--- config.mk ---
export PLATFORM = sky130hd
export DESIGN_NAME = data_cache_ctrl
export DESIGN_NICKNAME = d
export VERILOG_FILES = /design/src/rtl/mips_cache_pkg.sv /design/src/rtl/cache_line_array.sv /design/src/rtl/data_cache_ctrl.sv
export SDC_FILE = /design/constraint.sdc
export NUM_CORES = 2
export LEC_CHECK = 0
export ABC_CLOCK_PERIOD_IN_PS = 10060
export BUFFER_PORTS_ARGS = -buffer_cell sky130_fd_sc_hd__buf_2
export CAP_MARGIN = 10
export CORE_MARGIN = 2
export CORE_UTILIZATION = 43
export CTS_CLUSTER_SIZE = 28
export DETAILED_ROUTE_END_ITERATION = 12
export SLEW_MARGIN = 30
export SYNTH_ARGS = -nofsm -noshare
export SYNTH_HDL_FRONTEND = slang
export SYNTH_SLANG_ARGS = --single-unit
--- constraint.sdc ---
create_clock -name CLK -period 10.06 [get_ports CLK]
set_input_delay 2.012 -clock CLK [delete_from_list [all_inputs] [get_ports CLK]]
set_output_delay 2.012 -clock CLK [all_outputs]
set_load 0.005 [all_outputs]
--- src/rtl/mips_cache_pkg.sv ---
// Shared types and address helpers for the direct-mapped write-back data cache.
package mips_cache_pkg;

    typedef enum logic [1:0] {
        IDLE      = 2'd0,
        WRITEBACK = 2'd1,
        ALLOCATE  = 2'd2
    } cache_state_e;

    function automatic int off_bits(input int line_words);
        return $clog2(line_words) + 2;
    endfunction

    function automatic int tag_bits(input int index_bits, input int line_words);
        return 32 - index_bits - off_bits(line_words);
    endfunction

    // Field extractors return right-justified values; callers size-cast to the field width.
    function automatic logic [31:0] addr_tag(input logic [31:0] addr, input int index_bits,
                                             input int line_words);
        return addr >> (index_bits + off_bits(line_words));
    endfunction

    function automatic logic [31:0] addr_index(input logic [31:0] addr, input int index_bits,
                                               input int line_words);
        return (addr >> off_bits(line_words)) & ((32'd1 << index_bits) - 32'd1);
    endfunction

    function automatic logic [31:0] addr_word(input logic [31:0] addr, input int line_words);
        return (addr >> 2) & (32'(line_words) - 32'd1);
    endfunction

endpackage

--- src/rtl/cache_line_array.sv ---
// Valid/dirty/tag/data storage for the data cache: one combinational read port,
// one synchronous write port for a data word plus a whole-line metadata update.
module cache_line_array #(
    parameter int INDEX_BITS = 4,
    parameter int LINE_WORDS = 4,
    parameter int TAG_BITS   = 22
) (
    input  logic                          clk,
    input  logic                          srst,
    input  logic [INDEX_BITS-1:0]         rd_index,
    input  logic [$clog2(LINE_WORDS)-1:0] rd_word,
    output logic                          rd_valid,
    output logic                          rd_dirty,
    output logic [TAG_BITS-1:0]           rd_tag,
    output logic [31:0]                   rd_data,
    input  logic                          wr_en,
    input  logic [INDEX_BITS-1:0]         wr_index,
    input  logic [$clog2(LINE_WORDS)-1:0] wr_word,
    input  logic [31:0]                   wr_data,
    input  logic                          meta_en,
    input  logic [TAG_BITS-1:0]           meta_tag,
    input  logic                          meta_valid,
    input  logic                          meta_dirty
);
    localparam int LINES     = 1 << INDEX_BITS;
    localparam int WORD_BITS = $clog2(LINE_WORDS);

    logic [31:0]         data_mem [LINES*LINE_WORDS];
    logic [TAG_BITS-1:0] tag_mem  [LINES];
    logic [LINES-1:0]    valid_q, valid_d;
    logic [LINES-1:0]    dirty_q, dirty_d;

    assign rd_valid = valid_q[rd_index];
    assign rd_dirty = dirty_q[rd_index];
    assign rd_tag   = tag_mem[rd_index];
    assign rd_data  = data_mem[{rd_index, rd_word}];

    for (genvar gi = 0; gi < LINES; gi++) begin : g_meta
        assign valid_d[gi] = (meta_en && wr_index == INDEX_BITS'(gi)) ? meta_valid : valid_q[gi];
        assign dirty_d[gi] = (meta_en && wr_index == INDEX_BITS'(gi)) ? meta_dirty : dirty_q[gi];
    end

    // Arrays carry no reset; only the valid/dirty bits need a known state.
    always_ff @(posedge clk) begin
        if (wr_en) begin
            data_mem[{wr_index, wr_word}] <= wr_data;
        end
        if (meta_en) begin
            tag_mem[wr_index] <= meta_tag;
        end
    end

    always_ff @(posedge clk) begin
        if (srst) begin
            valid_q <= '0;
            dirty_q <= '0;
        end else begin
            valid_q <= valid_d;
            dirty_q <= dirty_d;
        end
    end

    logic [WORD_BITS-1:0] unused_word_bits;
    assign unused_word_bits = '0;

endmodule

--- src/rtl/data_cache_ctrl.sv ---
// Direct-mapped write-back/write-allocate data cache controller.
// Optional hit/miss statistics counters are built when CACHE_STATS_EN is defined.
module data_cache_ctrl
    import mips_cache_pkg::*;
#(
    parameter int INDEX_BITS = 4,
    parameter int LINE_WORDS = 4
) (
    input  logic        CLK,
    input  logic        RESET,
    input  logic [31:0] Address,
    input  logic [31:0] Write_data,
    input  logic        MemRead,
    input  logic        MemWrite,
    output logic [31:0] Read_data,
    output logic        Stall,
    output logic        Mem_req,
    output logic        Mem_we,
    output logic [31:0] Mem_addr,
    output logic [31:0] Mem_wdata,
    input  logic [31:0] Mem_rdata,
    input  logic        Mem_ready,
    output logic [31:0] Hit_count,
    output logic [31:0] Miss_count
);
    localparam int OFF_BITS  = off_bits(LINE_WORDS);
    localparam int TAG_BITS  = tag_bits(INDEX_BITS, LINE_WORDS);
    localparam int WORD_BITS = OFF_BITS - 2;

    cache_state_e         state_q, state_d;
    logic [WORD_BITS-1:0] cnt_q, cnt_d;

    logic [TAG_BITS-1:0]   req_tag;
    logic [INDEX_BITS-1:0] req_index;
    logic [WORD_BITS-1:0]  req_word;
    logic                  req, hit, idle_hit, last_beat;

    logic                  line_valid, line_dirty;
    logic [TAG_BITS-1:0]   line_tag;
    logic [31:0]           line_data;
    logic [WORD_BITS-1:0]  rd_word;

    logic                  wr_en, meta_en, meta_dirty;
    logic [WORD_BITS-1:0]  wr_word;
    logic [31:0]           wr_data;

    assign req_tag   = TAG_BITS'(addr_tag(Address, INDEX_BITS, LINE_WORDS));
    assign req_index = INDEX_BITS'(addr_index(Address, INDEX_BITS, LINE_WORDS));
    assign req_word  = WORD_BITS'(addr_word(Address, LINE_WORDS));

    // Outside IDLE the read port walks the line for write-back beats.
    assign rd_word   = (state_q == IDLE) ? req_word : cnt_q;

    assign req       = MemRead | MemWrite;
    assign hit       = req & line_valid & (line_tag == req_tag);
    assign idle_hit  = (state_q == IDLE) & hit;
    assign last_beat = (cnt_q == '1);
    assign Stall     = req & ~idle_hit;
    assign Read_data = (idle_hit & MemRead) ? line_data : 32'd0;

    cache_line_array #(
        .INDEX_BITS (INDEX_BITS),
        .LINE_WORDS (LINE_WORDS),
        .TAG_BITS   (TAG_BITS)
    ) u_lines (
        .clk        (CLK),
        .srst       (RESET),
        .rd_index   (req_index),
        .rd_word    (rd_word),
        .rd_valid   (line_valid),
        .rd_dirty   (line_dirty),
        .rd_tag     (line_tag),
        .rd_data    (line_data),
        .wr_en      (wr_en),
        .wr_index   (req_index),
        .wr_word    (wr_word),
        .wr_data    (wr_data),
        .meta_en    (meta_en),
        .meta_tag   (req_tag),
        .meta_valid (1'b1),
        .meta_dirty (meta_dirty)
    );

    always_comb begin
        state_d    = state_q;
        cnt_d      = cnt_q;
        Mem_req    = 1'b0;
        Mem_we     = 1'b0;
        Mem_addr   = 32'd0;
        Mem_wdata  = 32'd0;
        wr_en      = 1'b0;
        wr_word    = req_word;
        wr_data    = Write_data;
        meta_en    = 1'b0;
        meta_dirty = 1'b1;
        case (state_q)
            IDLE: begin
                if (req && hit) begin
                    // Store hit rewrites the current tag and marks the line dirty.
                    wr_en   = MemWrite;
                    meta_en = MemWrite;
                end else if (req) begin
                    cnt_d   = '0;
                    state_d = (line_valid && line_dirty) ? WRITEBACK : ALLOCATE;
                end
            end
            WRITEBACK: begin
                Mem_req   = 1'b1;
                Mem_we    = 1'b1;
                Mem_addr  = {line_tag, req_index, cnt_q, 2'b00};
                Mem_wdata = line_data;
                if (Mem_ready) begin
                    cnt_d = cnt_q + 1'b1;
                    if (last_beat) begin
                        cnt_d   = '0;
                        state_d = ALLOCATE;
                    end
                end
            end
            ALLOCATE: begin
                Mem_req  = 1'b1;
                Mem_addr = {req_tag, req_index, cnt_q, 2'b00};
                if (Mem_ready) begin
                    wr_en   = 1'b1;
                    wr_word = cnt_q;
                    wr_data = Mem_rdata;
                    cnt_d   = cnt_q + 1'b1;
                    if (last_beat) begin
                        meta_en    = 1'b1;
                        meta_dirty = 1'b0;
                        cnt_d      = '0;
                        state_d    = IDLE;
                    end
                end
            end
            default: state_d = IDLE;
        endcase
    end

    always_ff @(posedge CLK) begin
        if (RESET) begin
            state_q <= IDLE;
            cnt_q   <= '0;
        end else begin
            state_q <= state_d;
            cnt_q   <= cnt_d;
        end
    end

`ifdef CACHE_STATS_EN
    logic [31:0] hit_count_q, hit_count_d;
    logic [31:0] miss_count_q, miss_count_d;
    logic        miss_start;

    assign miss_start = (state_q == IDLE) & req & ~hit;

    always_comb begin
        hit_count_d  = hit_count_q;
        miss_count_d = miss_count_q;
        if (idle_hit && hit_count_q != 32'hFFFF_FFFF) begin
            hit_count_d = hit_count_q + 32'd1;
        end
        if (miss_start && miss_count_q != 32'hFFFF_FFFF) begin
            miss_count_d = miss_count_q + 32'd1;
        end
    end

    always_ff @(posedge CLK) begin
        if (RESET) begin
            hit_count_q  <= 32'd0;
            miss_count_q <= 32'd0;
        end else begin
            hit_count_q  <= hit_count_d;
            miss_count_q <= miss_count_d;
        end
    end

    assign Hit_count  = hit_count_q;
    assign Miss_count = miss_count_q;
`else
    assign Hit_count  = 32'd0;
    assign Miss_count = 32'd0;
`endif

endmodule

Word-level counts from Yosys, hierarchy flattened

Memory sizes are Yosys's and may differ from the RTL's.
Index checks and enable logic that the tools add are counted.

Output and inout port bits: 163
Logic and storage cells: 135
Memories kept: 2
Flip-flop bits (word level): 36
Memory bits (writable): 2432
Bits of input ports: 101

Memories:

| name             | depth | bits a word | read ports | clocked after memory_dff | wr ports | line                   | RTL |
|---|---|---|---|---|---|---|---|
| u_lines.data_mem | 64    | 32          | 1          | 0                        | 1        | cache_line_array.sv:28 | `logic [31:0] data_mem [LINES*LINE_WORDS];` |
| u_lines.tag_mem  | 16    | 24          | 1          | 0                        | 1        | cache_line_array.sv:29 | `logic [TAG_BITS-1:0] tag_mem [LINES];` |

Mux-type cells: 40
Reductions and logical operators: 24
Bitwise logic cells: 7
Equal/unequal tests: 26
Order comparisons: 1
$add $sub $neg: 1

Operator list:

| operator                                                              | number |
|---|---|
| 32-bit two-way mux                                                    | 4 |
| 32-bit case mux with 2 select lines                                   | 1 |
| 4-bit equality test, second input constant                            | 8 |
| 2-bit two-way mux                                                     | 14 |
| 24-bit equality test                                                  | 1 |
| 1-bit logical AND                                                     | 18 |
| 4-bit by 3-bit equality test with 1-bit output, second input constant | 4 |
| 1-bit two-way mux                                                     | 15 |
| 2-bit inequality test, second input constant                          | 6 |
| 1-bit binary-select mux with 4-bit select                             | 2 |
| 4-bit by 2-bit equality test with 1-bit output, second input constant | 2 |
| 2-bit case mux with 3 select lines                                    | 1 |
| 6-bit AND reduction                                                   | 1 |
| 1-bit AND                                                             | 5 |
| 4-bit by 5-bit < comparator with 1-bit output, second input constant  | 1 |
| 2-bit equality test, second input constant                            | 2 |
| 4-bit by 1-bit equality test with 1-bit output, second input constant | 1 |
| 4-bit zero test                                                       | 1 |
| 1-bit case mux with 2 select lines                                    | 2 |
| 2-bit case mux with 2 select lines                                    | 1 |
| 4-bit AND reduction                                                   | 1 |
| 2-bit by 1-bit adder with 2-bit output, second input constant         | 1 |
| 2-bit by 1-bit equality test with 1-bit output, second input constant | 1 |
| 2-bit zero test                                                       | 1 |
| 5 further kinds                                                       | 5 |

Logic depth before layout (Yosys ltp)

Depth in word-level cells: 9
Depth in mapped cells: 16
Mapped depth without buffers: 11

Modules after synthesis

A second synthesis with hierarchy kept.

Cell total of the unflattened synthesis: 4290
Area, all modules: 96455.0 µm²

Modules (own cells, without submodules):

| module           | cells an instance | sequential area each (µm²) | area an instance (µm²) | instances |
|---|---|---|---|---|
| cache_line_array | 3956              | 73670.7                    | 94036.4                | 1 |
| data_cache_ctrl  | 334               | 80.1                       | 2418.6                 | 1 |

Worst setup path after synthesis

No wires, ideal clock.

Path kind: input to register
From: in Address[5]
To: mem u_lines.data_mem[54][0], enable pin
Setup time: 502 ps
Required time: 9558 ps
Setup slack: 1660 ps
Buffers on the path: 4
Arrival: 7898 ps
Cell stages on the path: 12
Cells stage by stage: buf_2 > buf_2 > buf_4 > mux4_2 > mux4_2 > xor2_1 > a2111oi_0 > o211ai_1 > nor3_4 > a41oi_1 > buf_2 > nor4_1

Cells in the longest elaborated chain, start to end: 9
Elaborated cells on any way between the ends: 11
Classes of those cells: 1 x eq/ne; 6 x mux; 2 x bitwise; 1 x reduce/logical; 1 x memory

RTL lines:

| element                                                    | line                   | RTL |
|---|---|---|
| start: declaration                                         | data_cache_ctrl.sv:11  | `input logic [31:0] Address,` |
| branches (longest 9 deep; another with memory 16 x 24 bit) | n/a                    |  |
| end: declaration                                           | cache_line_array.sv:28 |  |

Parallel ways; which one is timed is not known. The select of a mux whose other input is x is not followed.

Worst setup path after layout

From: in Address[5]
To: out Read_data[31]

Cells in the longest elaborated chain, start to end: 7
Elaborated cells on any way between the ends: 10
Classes of those cells: 1 x eq/ne; 3 x mux; 4 x bitwise; 2 x memory

RTL lines:

| element                                                    | line                  | RTL |
|---|---|---|
| branches (longest 6 deep; another with memory 16 x 24 bit) | n/a                   |  |
| 32-bit two-way mux (*)                                     | data_cache_ctrl.sv:59 | `assign Read_data = (idle_hit & MemRead) ? line_data : 32'd0;` |
| end: declaration                                           | data_cache_ctrl.sv:15 | `output logic [31:0] Read_data,` |

Mark *: on every way between the ends. The select of a mux whose other input is x is not followed.

==> qor.txt <==
=================================================================================================
Outcome ............................................................................ finished clean
Iteration count of the initial detailed-routing pass ...............................            6
Final period utilization ...........................................................        88.4%
Detail-routed via count per cell ...................................................         5.96
Max-Cap Viols ......................................................................            0
Largest net degree at the start of global routing ..................................           82
Cell count of the worst reg-to-reg path ............................................           12
Worst vdd rail ir drop .............................................................   0.000169 V
Global-route wire length before repair .............................................    363000 µm
Worst-case clock skew ..............................................................    0.0632 ns
Leakage power figure ...............................................................      34.9 nW
Hold Path Class ....................................................................   reg -> reg
Internal power of the cells ........................................................      17.3 mW
Clock latency on the worst-skew pair ...............................................      0.88 ns
Number of endpoints failing setup at the final stage ...............................            0
Iteration-0 DRC Markers ............................................................         6180
Share of power burned in combinational logic .......................................         9.2%
Power share of the sequential group ................................................        51.1%
Placed Cells .......................................................................         7503
Worst Path Class, Setup ............................................................    in -> out
Final wirelength ...................................................................    259000 µm
Fin crit period ....................................................................      8.89 ns
Power, Total .......................................................................      22.4 mW
Detail-routed net length per standard cell .........................................      32.6 µm
Effective utilization at floorplan .................................................        43.2%
Least-Margin Pin Slew ..............................................................      1.06 ns
Async set-or-reset flop fraction in the synthesized netlist ........................           0%
Number of hold violations in the final report ......................................            0
Synth Flop Type ....................................................................     edfxtp_1
Detail Route Antenna Nets ..........................................................            0
Maximum buffer depth of the clock tree .............................................            3
Post-DP HPWL .......................................................................    143000 µm
Count of fill cells added during filler insertion ..................................        17.9k
Die outline width ..................................................................       479 µm
Buffer count from post-CTS setup fixing ............................................            0
Pwr dens ...........................................................................   203 nW/µm²
Share of layout cells above drive strength 1 .......................................        32.0%
Number of max-slew violations in the final report ..................................            0
Port Buffer Count ..................................................................          195
Post-synthesis cell area ...........................................................    96900 µm²
Number of buffers created by CTS ...................................................          241
Required time at the endpoint of the critical path .................................      8.05 ns
Worst max-slew margin expressed relative to the limit ..............................        29.2%
Die H ..............................................................................       479 µm
Std-Cell Core Area .................................................................   224000 µm²
Count of yosys warnings during synthesis ...........................................            0
Number of global-route vias before repair ..........................................        47.5k
Weighted congestion reported at the end of routability-driven placement ............        0.796
Count of placed standard cells in the final layout, fillers left out ...............         7961
Die area ...........................................................................   229000 µm²
Initial antenna violation count ....................................................           11
Area growth syn-to-layout ..........................................................        14.1%
H-tree levels ......................................................................            4
Clock Root Buffer ..................................................................    clkbuf_16
Post-Route Utilization .............................................................        49.2%
Number of synthesized flops with an enable pin .....................................         2432
Register bit count reported by yosys ...............................................         2468
Post-cts resize count ..............................................................            0
Highest achievable clock rate ......................................................    0.112 GHz
PnR worst setup slack ..............................................................      1.17 ns
Sequential cell area fraction in the yosys report ..................................        76.1%
Sinks on the clock net .............................................................         2468
Site Rows ..........................................................................          174
Hold Crit Depth ....................................................................            2
Post-layout nets ...................................................................         4859
Unrepaired setup endpoints after global routing ....................................        false
DP Worst Slack .....................................................................     0.968 ns
Avg Synthesized Cell Area ..........................................................     22.2 µm²
Clock slew at the register clock pins of the worst setup and hold paths ............      0.06 ns
Net Sw Frac ........................................................................        22.8%
Arrival time worst endpoint ........................................................      6.88 ns
Peak fanout along the critical path ................................................           81
Kind of start point of the critical path ...........................................   input port
Drt drc ............................................................................            0
I/O pin cnt ........................................................................          264
Register-to-register setup slack ...................................................      4.01 ns
Grt total ovfl .....................................................................            0
Net switching power ................................................................      5.10 mW
Count of hold buffers inserted by post-cts repair ..................................            0
Number of distinct library cell variants in the gate-level netlist after synthesis .           56
Instance count of the mapped netlist ...............................................         4366
Crit path capture type .............................................................  output port
Final total negative setup slack ...................................................         0 ns
Number of vias after detailed routing ..............................................        47.5k
GR Util All Layers .................................................................        22.4%
CTS tree ...........................................................................         done
Clock Power Share ..................................................................        39.7%
=================================================================================================
[power by group through the flow]
| stage | clock [mW] | combinational, mW | sequential, mW |
|---|---|---|---|
| after global routing | 9.42 | 2.18 | 11.4 |
| after global placement | 0 | 2.05 | 11.7 |
| final | 8.89 | 2.05 | 11.5 |
| after detailed placement | 0 | 2.09 | 11.7 |
| after CTS | 9.02 | 2.09 | 11.5 |
| after floorplan | 0 | 1.35 | 11.7 |
[layout by cell type (no fill, tap or decap), types with 9 or more instances in the layout]
master        n
nor2_1       48
a221oi_1     13
buf_12       22
buf_4       188
nor2b_1      47
clkinv_1     70
nand2_1     108
a22oi_1      69
o21ai_0      31
dfxtp_1      36
clkinv_2     53
edfxtp_1   2432
clkbuf_1     47
mux2_4       21
nor3_2       72
and3_1       26
mux2i_1      91
mux4_2      703
xor2_1        9
clkbuf_16   243
a31oi_1      19
bufinv_16    23
nand3_1      34
and2_1       32
nand2b_1     10
inv_1        14
a21oi_1      42
a211oi_1     20
mux2_2       23
xnor2_1      15
buf_2       190
nor3_1        9
conb_1       66
a22o_1       12
[final timing paths]
kind | from | end
worst max-delay path | Address[5] | Read_data[31]
worst min-delay path | u_lines.valid_q[3] | u_lines.valid_q[3]
worst max register to register | u_lines.tag_mem[10][13] | u_lines.data_mem[50][25]
worst min register to register | u_lines.valid_q[3] | u_lines.valid_q[3]
[Yosys cell counts, types with 34 or more instances]
master	instances	share of area, %
nand3_1	34	0.18
nor2_1	59	0.23
mux2i_1	92	0.95
buf_4	75	0.58
nor3_1	81	0.42
mux2_2	45	0.52
clkbuf_1	114	0.44
nor2b_1	48	0.31
mux4_2	703	16
buf_1	69	0.27
nand2_1	110	0.43
edfxtp_1	2432	75
buf_2	61	0.32
dfxtp_1	36	0.74
a21oi_1	43	0.22
a22oi_1	69	0.53
[state kept, by name, summed over array words and instances (netlist names)]
signal	cells
state_q	2
u_lines.valid_q	16
u_lines.dirty_q	16
u_lines.tag_mem	384
cnt_q	2
u_lines.data_mem	2048
[area by class of cell]
type | instances | area (µm²) | share of cell area (%)
sequential | 2468 | 73800 | 66.7
inverter | 17 | 65.1 | 0.0589
timing repair buffer | 402 | 2830 | 2.56
clock buffer | 290 | 6260 | 5.66
tap | 2992 | 3740 | 3.39
antenna | 4 | 10.0 | 0.00906
clock inverter | 164 | 1510 | 1.36
multi-input combinational | 1624 | 22300 | 20.2
[critical path: stages]
cell	delay [ns]
buf_8	0.59
buf_4	0.44
mux4_2	0.35
mux4_2	0.52
xor2_1	0.18
a2111oi_0	0.73
o211ai_1	0.27
nor3_4	0.28
buf_4	0.68
and3_1	0.45
buf_2	0.17
[cells by family after synthesis]
kind of cell / share of synthesized area [%]
and+or+nand+nor: 2.21
adders and majority gates: 0.0517
buffers and inverters: 1.71
xor gates and xnor gates: 0.217
other: 0.00387
DFF: 76.1
AOI/OAI and AO/OA: 1.86
muxes: 17.8
[through the flow]
step                area, µm²  hold WS, ns
finish                 111000        0.473
global route           111000        0.500
CTS                    110000        0.472
detailed placement     103000        0.458
global placement       103000        0.442
floorplan               97100        0.431
[routing by layer]
layer,routed length [µm],up-vias,GRT usage [%],share of wire [%]
met2,127000,2062,36.5,49
li1,-,19200,-,-
met5,13,-,0,0.0050
met4,5890,2,5.52,2.3
met1,107000,25900,31.6,41
met3,19300,331,3.86,7.5
Power figures use the tool's default switching activity.
